===== src/rtl/bus_pkg.sv =====
`default_nettype none
// +----------------------------------------------------------------------------+
// | Package     : bus_pkg                                                      |
// | Description : Shared definitions for the serial bus master port: state     |
// |               encoding, transfer-direction constants and default widths.   |
// | Revision    : 1.0 - initial release                                        |
// +----------------------------------------------------------------------------+
package bus_pkg;

   localparam int DEF_ADDR_W = 16;
   localparam int DEF_DATA_W = 8;

   localparam logic MODE_WRITE = 1'b1;
   localparam logic MODE_READ  = 1'b0;

   typedef enum logic [2:0] {
      S_IDLE       = 3'd0,
      S_REQ        = 3'd1,
      S_ADDR       = 3'd2,
      S_WAIT_ACK   = 3'd3,
      S_WDATA      = 3'd4,
      S_RDATA      = 3'd5,
      S_SPLIT_WAIT = 3'd6,
      S_DONE       = 3'd7
   } state_t;

endpackage
`default_nettype wire


===== src/rtl/serial_shifter.sv =====
`default_nettype none
// +----------------------------------------------------------------------------+
// | Module      : serial_shifter                                               |
// | Description : Parallel-load register that shifts out MSB first while       |
// |               shifting a serial bit in at the LSB, plus a bit counter.     |
// | Revision    : 1.0 - initial release                                        |
// +----------------------------------------------------------------------------+
// | Ports                                                                      |
// |   clk      in   clock, rising edge                                         |
// |   rstn     in   asynchronous active-low reset                              |
// |   load_i   in   load pdata_i and clear the bit counter                     |
// |   pdata_i  in   W  parallel load value                                     |
// |   shift_i  in   one bit transferred this cycle                             |
// |   sin_i    in   serial bit entering at the LSB                             |
// |   sout_o   out  current MSB (next bit to send)                             |
// |   pdata_o  out  W  register contents                                       |
// |   last_o   out  counter sits on the final bit position                     |
// +----------------------------------------------------------------------------+
module serial_shifter
   import bus_pkg::*;
#(
   parameter int W = DEF_DATA_W
) (
   input  logic         clk,
   input  logic         rstn,
   input  logic         load_i,
   input  logic [W-1:0] pdata_i,
   input  logic         shift_i,
   input  logic         sin_i,
   output logic         sout_o,
   output logic [W-1:0] pdata_o,
   output logic         last_o
);

   localparam int CW = $clog2(W + 1);

   logic [W-1:0]  data_q;
   logic [CW-1:0] cnt_q;

   // Shift-out and shift-in are the same left shift: outgoing bits leave at
   // the MSB while incoming bits enter at the LSB, so after W shifts the
   // first received bit ends up as the MSB.
   always_ff @(posedge clk or negedge rstn) begin
      if (!rstn) begin
         data_q <= '0;
         cnt_q  <= '0;
      end else if (load_i) begin
         data_q <= pdata_i;
         cnt_q  <= '0;
      end else if (shift_i) begin
         data_q <= {data_q[W-2:0], sin_i};
         cnt_q  <= cnt_q + CW'(1);
      end
   end

   assign sout_o  = data_q[W-1];
   assign pdata_o = data_q;
   assign last_o  = (cnt_q == CW'(W - 1));

endmodule
`default_nettype wire


===== src/rtl/master_port_ctrl.sv =====
`default_nettype none
// +----------------------------------------------------------------------------+
// | Module      : master_port_ctrl                                             |
// | Description : Serial bus master port. Accepts a user read/write request,   |
// |               arbitrates for the bus, shifts the address out, waits for    |
// |               the slave acknowledge, moves the data serially (with split   |
// |               suspend/resume) and returns a one-cycle completion pulse.    |
// | Config      : MASTER_PORT_TIMEOUT_EN - when defined, an unanswered         |
// |               address ends with rsp_err after ACK_TIMEOUT cycles; when     |
// |               undefined, the port waits for ack indefinitely.              |
// | Revision    : 1.0 - initial release                                        |
// +----------------------------------------------------------------------------+
// | Ports                                                                      |
// |   clk, rstn                    clock / async active-low reset              |
// |   req_valid/req_ready          user request handshake                      |
// |   req_write, req_addr, req_wdata  request contents                         |
// |   rsp_valid, rsp_rdata, rsp_err   completion pulse, read data, error       |
// |   breq / bgrant                bus request / grant                         |
// |   mode                         transfer direction (1 = write)              |
// |   wr_bus, master_valid, slave_ready  outgoing serial bit + handshake       |
// |   rd_bus, slave_valid, master_ready  incoming serial bit + handshake       |
// |   ack, split                   slave acknowledge / split indication        |
// +----------------------------------------------------------------------------+
module master_port_ctrl
   import bus_pkg::*;
#(
   parameter int ADDR_W      = DEF_ADDR_W,
   parameter int DATA_W      = DEF_DATA_W,
   parameter int ACK_TIMEOUT = 16
) (
   input  logic              clk,
   input  logic              rstn,
   input  logic              req_valid,
   output logic              req_ready,
   input  logic              req_write,
   input  logic [ADDR_W-1:0] req_addr,
   input  logic [DATA_W-1:0] req_wdata,
   output logic              rsp_valid,
   output logic [DATA_W-1:0] rsp_rdata,
   output logic              rsp_err,
   output logic              breq,
   input  logic              bgrant,
   output logic              mode,
   output logic              wr_bus,
   output logic              master_valid,
   input  logic              slave_ready,
   input  logic              rd_bus,
   input  logic              slave_valid,
   output logic              master_ready,
   input  logic              ack,
   input  logic              split
);

   state_t state_q, state_d;
   logic   write_q;
   logic   ack_seen_q, ack_seen_d;
   logic   err_q, err_d;

`ifdef MASTER_PORT_TIMEOUT_EN
   localparam int TW = $clog2(ACK_TIMEOUT + 1);
   // Counts cycles elapsed since the final address bit transferred.
   logic [TW-1:0] tmo_q, tmo_d;
`endif

   logic              w_accept;
   logic              w_addr_xfer;
   logic              w_wd_xfer;
   logic              w_rd_xfer;
   logic              w_addr_sout;
   logic              w_addr_last;
   logic [ADDR_W-1:0] w_addr_unused;
   logic              w_data_sout;
   logic              w_data_last;
   logic [DATA_W-1:0] w_data_q;
   state_t            w_data_state;

   assign w_accept     = (state_q == S_IDLE) && req_valid;
   assign w_addr_xfer  = (state_q == S_ADDR) && slave_ready;
   assign w_wd_xfer    = (state_q == S_WDATA) && slave_ready;
   assign w_rd_xfer    = (state_q == S_RDATA) && slave_valid;
   assign w_data_state = write_q ? S_WDATA : S_RDATA;

   serial_shifter #(.W(ADDR_W)) u_addr_shifter (
      .clk     (clk),
      .rstn    (rstn),
      .load_i  (w_accept),
      .pdata_i (req_addr),
      .shift_i (w_addr_xfer),
      .sin_i   (1'b0),
      .sout_o  (w_addr_sout),
      .pdata_o (w_addr_unused),
      .last_o  (w_addr_last)
   );

   // Reads load zero so a read never echoes stale write data; writes shift
   // zeros in behind the outgoing bits.
   serial_shifter #(.W(DATA_W)) u_data_shifter (
      .clk     (clk),
      .rstn    (rstn),
      .load_i  (w_accept),
      .pdata_i (req_write ? req_wdata : '0),
      .shift_i (w_wd_xfer || w_rd_xfer),
      .sin_i   ((state_q == S_RDATA) && rd_bus),
      .sout_o  (w_data_sout),
      .pdata_o (w_data_q),
      .last_o  (w_data_last)
   );

   // State register
   always_ff @(posedge clk or negedge rstn) begin
      if (!rstn) begin
         state_q    <= S_IDLE;
         write_q    <= 1'b0;
         ack_seen_q <= 1'b0;
         err_q      <= 1'b0;
`ifdef MASTER_PORT_TIMEOUT_EN
         tmo_q      <= '0;
`endif
      end else begin
         state_q    <= state_d;
         ack_seen_q <= ack_seen_d;
         err_q      <= err_d;
`ifdef MASTER_PORT_TIMEOUT_EN
         tmo_q      <= tmo_d;
`endif
         if (w_accept) begin
            write_q <= req_write;
         end
      end
   end

   // Next-state logic. Loss of grant is checked first in every granted
   // state; a final data bit beats a same-cycle split.
   always_comb begin
      state_d    = state_q;
      ack_seen_d = ack_seen_q;
      err_d      = err_q;
`ifdef MASTER_PORT_TIMEOUT_EN
      tmo_d      = tmo_q;
`endif
      case (state_q)
         S_IDLE: begin
            if (w_accept) begin
               state_d    = S_REQ;
               ack_seen_d = 1'b0;
               err_d      = 1'b0;
            end
         end
         S_REQ: begin
            if (bgrant) state_d = S_ADDR;
         end
         S_ADDR: begin
            if (ack) ack_seen_d = 1'b1;
            if (!bgrant) begin
               state_d = S_DONE;
               err_d   = 1'b1;
            end else if (w_addr_xfer && w_addr_last) begin
               state_d = (ack_seen_q || ack) ? w_data_state : S_WAIT_ACK;
`ifdef MASTER_PORT_TIMEOUT_EN
               tmo_d   = TW'(1);
`endif
            end
         end
         S_WAIT_ACK: begin
            if (ack) ack_seen_d = 1'b1;
            if (!bgrant) begin
               state_d = S_DONE;
               err_d   = 1'b1;
            end else if (ack) begin
               state_d = w_data_state;
`ifdef MASTER_PORT_TIMEOUT_EN
            end else if (tmo_q >= TW'(ACK_TIMEOUT - 1)) begin
               // DONE lands exactly ACK_TIMEOUT cycles after the last bit.
               state_d = S_DONE;
               err_d   = 1'b1;
            end else begin
               tmo_d   = tmo_q + TW'(1);
`endif
            end
         end
         S_WDATA, S_RDATA: begin
            if (!bgrant) begin
               state_d = S_DONE;
               err_d   = 1'b1;
            end else if ((w_wd_xfer || w_rd_xfer) && w_data_last) begin
               state_d = S_DONE;
            end else if (split) begin
               state_d = S_SPLIT_WAIT;
            end
         end
         S_SPLIT_WAIT: begin
            if (!split && bgrant) state_d = w_data_state;
         end
         S_DONE: begin
            state_d = S_IDLE;
         end
         default: begin
            state_d = S_IDLE;
         end
      endcase
   end

   // Outputs decoded from the current state only.
   always_comb begin
      req_ready    = 1'b0;
      breq         = 1'b0;
      mode         = MODE_READ;
      wr_bus       = 1'b0;
      master_valid = 1'b0;
      master_ready = 1'b0;
      rsp_valid    = 1'b0;
      rsp_err      = 1'b0;
      rsp_rdata    = '0;
      case (state_q)
         S_IDLE: req_ready = 1'b1;
         S_REQ:  breq      = 1'b1;
         S_ADDR: begin
            breq         = 1'b1;
            mode         = write_q ? MODE_WRITE : MODE_READ;
            master_valid = 1'b1;
            wr_bus       = w_addr_sout;
         end
         S_WAIT_ACK, S_SPLIT_WAIT: begin
            breq = 1'b1;
            mode = write_q ? MODE_WRITE : MODE_READ;
         end
         S_WDATA: begin
            breq         = 1'b1;
            mode         = write_q ? MODE_WRITE : MODE_READ;
            master_valid = 1'b1;
            wr_bus       = w_data_sout;
         end
         S_RDATA: begin
            breq         = 1'b1;
            mode         = write_q ? MODE_WRITE : MODE_READ;
            master_ready = 1'b1;
         end
         S_DONE: begin
            mode      = write_q ? MODE_WRITE : MODE_READ;
            rsp_valid = 1'b1;
            rsp_err   = err_q;
            rsp_rdata = write_q ? '0 : w_data_q;
         end
         default: req_ready = 1'b0;
      endcase
   end

endmodule
`default_nettype wire


===== config.mk =====
export PLATFORM = sky130hd
export DESIGN_NAME = master_port_ctrl
export DESIGN_NICKNAME = d
export VERILOG_FILES = /design/src/rtl/bus_pkg.sv /design/src/rtl/serial_shifter.sv /design/src/rtl/master_port_ctrl.sv
export SDC_FILE = /design/constraint.sdc
export NUM_CORES = 1
export LEC_CHECK = 0
export ABC_AREA = 0
export BUFFER_PORTS_ARGS = -buffer_cell sky130_fd_sc_hd__clkbuf_2
export CAP_MARGIN = 20
export CORE_MARGIN = 2
export CORE_UTILIZATION = 40
export DETAILED_ROUTE_END_ITERATION = 10
export GPL_TIMING_DRIVEN = 1
export PLACE_DENSITY = 0.59
export SYNTH_ARGS = -nofsm -noshare
export SYNTH_HDL_FRONTEND = slang
export SYNTH_SLANG_ARGS = --single-unit

===== constraint.sdc =====
create_clock -name clk -period 2.2 [get_ports clk]
set_input_delay 0.11 -clock clk [delete_from_list [all_inputs] [get_ports clk]]
set_output_delay 0.11 -clock clk [all_outputs]
set_load 0.1 [all_outputs]

==> results.ini <==
[timing]
setup_viol = 0
finalCritPeriodShare = 0.906
finalWorstSetupSlack_ps = 206
drv_slew = 0
rsz0062_at_grt = no
fin_tns_setup_ps = 0
fin_skew_ps = 6.31
fmax_mhz = 502
worst_slew_pin_slew_ps = 543
slew_headroom = 0.639
hold_viol = 0
fin_crit_ps = 1990

[worst_setup_path]
crit_family = flip-flops
reg2reg_slack_ps = 380
cp.required_ps = 2090
start_kind = flip-flop
crit_chain = nor2b_1 > buf_4 > a22oi_1 > nor2_1 > buf_12
end_kind = output port
criticalPathCategory = reg2out
critPathSlowestCell = dfrtp_1
crit_path_max_fanout = 12
slowest_delay_ps = 580
crit_buf_inv = 2
arrival_ps = 1880

[job]
maxCapViolations = 0

[yosys]
ys_types = 47
synth_top_flop_cell = dfrtp_1
synthesis.area_um2 = 2140
ys_warn_count = 0
synthTopCellsByCount = dfrtp_1, nand2_1, a22oi_1
ys_top_cells_by_area = dfrtp_1, nand2_1, a22oi_1
syn_area_per_cell_um2 = 9.93
yosys_register_bits = 39
synth_enable_flop_cells = 0
yosysSeqAreaShare = 0.457
synthArstFlopShare = 1.00
synth_most_common_cell = dfrtp_1
syn_nets = 252
synthDominantCellAreaShare = 0.457
synth_cells = 215
yosysTopAreaCell = dfrtp_1

[route]
drt-total-wl_mm = 4.37
drc_errors = 0
viasPerCell = 5.04
first_iter_violations = 76
post_drt_wl_per_cell_um = 13.1
drtAntennaViolNets = 0
drt_pass1_iterations = 4
vias = 1690

[power_and_ir_drop]
p_leak_nw = 1.27
powerDensity_nw_per_um2 = 1490
ir_drop_v = 0.000711

[floorplanning]
io_pins = 50
die_y_um = 77.1
initial_core_util = 0.416
die_w_um = 77.1
fp.dieArea_um2 = 5940
rows = 26
core-area_um2 = 5140

[cts]
clock_latency_ps = 290
post-cts-setup-buffers = 0
clk_pin_slew_ps = 80
cts_made_buffers = 5
cts_max_level = 2
cts-root-buf = clkbuf_8
cts.sinks = 39
cts_tree = built
clockBufferDepth = 2
cts-resized-gates = 0

[placed_design]
port-buffer-count = 49
place_congestion = 0.857
hpwlAfterDp_mm = 3.05
place_ws_ps = 400

[status]
status = complete, no violations

[final_layout]
drive_above_1_share = 0.313
fill_cells = 514
finalNetCount = 301
diodes = 0
synthToLayoutAreaGrowth_pct = 28.0

[global_routing]
grt_pass1_vias = 1682
grt_first_pass_wirelength_mm = 7.83
grtUsageTotal = 0.162
antenna_found_initial = 0
grt_overflow = 0
grt_start_max_net_pins = 45

[min_path]
hold_class = in2reg

## metal layers
metal,global-route usage,up-vias,part of all wire
met5,0,-,0
met4,0.0482,0,0.0089
met3,0.0365,5,0.042
met2,0.260,35,0.47
met1,0.219,800,0.47
li1,-,850,-
## power by group
part	leakage (nW)	switching [mW]	internal [mW]
logic	0.721	1.29	0.753
registers	0.489	0.299	1.02
clock network	0.0644	0.255	0.452
## sequential cells by signal, summed over array words and instances, names as in the netlist
name,cells
u_data_shifter.cnt_q,4
err_q,1
u_addr_shifter.cnt_q,5
write_q,1
u_addr_shifter.pdata_o,16
u_data_shifter.pdata_o,8
ack_seen_q,1
state_q,3
## final timing paths
check                       startpoint                    endpoint  cells after the start
min in group asynchronous         rstn  u_addr_shifter.pdata_o[10]                      3
min reg2reg                      err_q                       err_q                      2
min                        req_addr[1]   u_addr_shifter.pdata_o[1]                      3
max in group asynchronous         rstn     u_data_shifter.cnt_q[0]                      3
max reg2reg                 state_q[0]                  state_q[0]                      4
max                         state_q[2]                      wr_bus                      5
## metrics by stage
step | area (µm²) | power (mW) | cells | utilization | hold WS, ps
final | 2730 | 4.07 | 335 | 0.532 | 22.2
after global routing | 2730 | 4.34 | 335 | 0.532 | 35.1
after CTS | 2730 | 4.11 | 335 | 0.532 | 12.3
after detailed placement | 2590 | 3.39 | 326 | 0.503 | 198
after global placement | 2590 | 3.36 | 326 | 0.503 | 201
after floorplan | 2150 | 2.93 | 215 | - | -186
## cells in the final DEF (no fill, tap or decap), types with 2 or more instances in the layout
| master | count |
|---|---|
| a21oi_1 | 2 |
| a22o_1 | 3 |
| a22oi_1 | 15 |
| and2_1 | 9 |
| and2_2 | 2 |
| and2b_2 | 2 |
| and3_1 | 2 |
| buf_12 | 11 |
| buf_4 | 8 |
| bufinv_16 | 2 |
| clkbuf_2 | 37 |
| clkbuf_8 | 5 |
| dfrtp_1 | 39 |
| ha_1 | 3 |
| inv_1 | 4 |
| mux2i_1 | 11 |
| nand2_1 | 38 |
| nand3_1 | 12 |
| nand4_1 | 2 |
| nor2_1 | 11 |
| nor3_1 | 2 |
| o211ai_1 | 2 |
| o21a_1 | 2 |
| o21ai_0 | 11 |
| xnor2_1 | 2 |
| xor2_1 | 4 |
## area by class of cell
class | instances | area [µm²] | share of cell area
Inverter | 4 | 15.0 | 0.00549
Tap cell | 70 | 87.6 | 0.0320
Sequential cell | 39 | 976 | 0.357
Clock buffer | 5 | 68.8 | 0.0252
Clock inverter | 3 | 67.6 | 0.0247
Multi-Input combinational cell | 157 | 1040 | 0.382
Timing Repair Buffer | 57 | 475 | 0.174
## worst register-to-register path, cell delays in order (launching register included)
cell      delay, ps
dfrtp_1         660
mux2_2          290
nand4_1         180
a211oi_2        270
mux2_4          320
## logic make-up (layout without fill, tap and decap cells)
logic type               Yosys count  after routing  share of synthesized area
adder cells (fa/ha/maj)            3              3                     0.0176
multiplexers                      13             13                     0.0639
AND/OR/NAND/NOR                   93             93                      0.232
buffers and inverters             19             69                     0.0615
XOR/XNOR                           6              6                     0.0246
flip-flops                        39             39                      0.457
AO/OA/AOI/OAI                     42             42                      0.144
## what timing repair did
action / CTS / global route
endpoints found under the hold margin: 39 / 0
setup endpoints to repair: 0 / 0
hold buffers: 1 / 0
(Power assumes the default switching activity.)
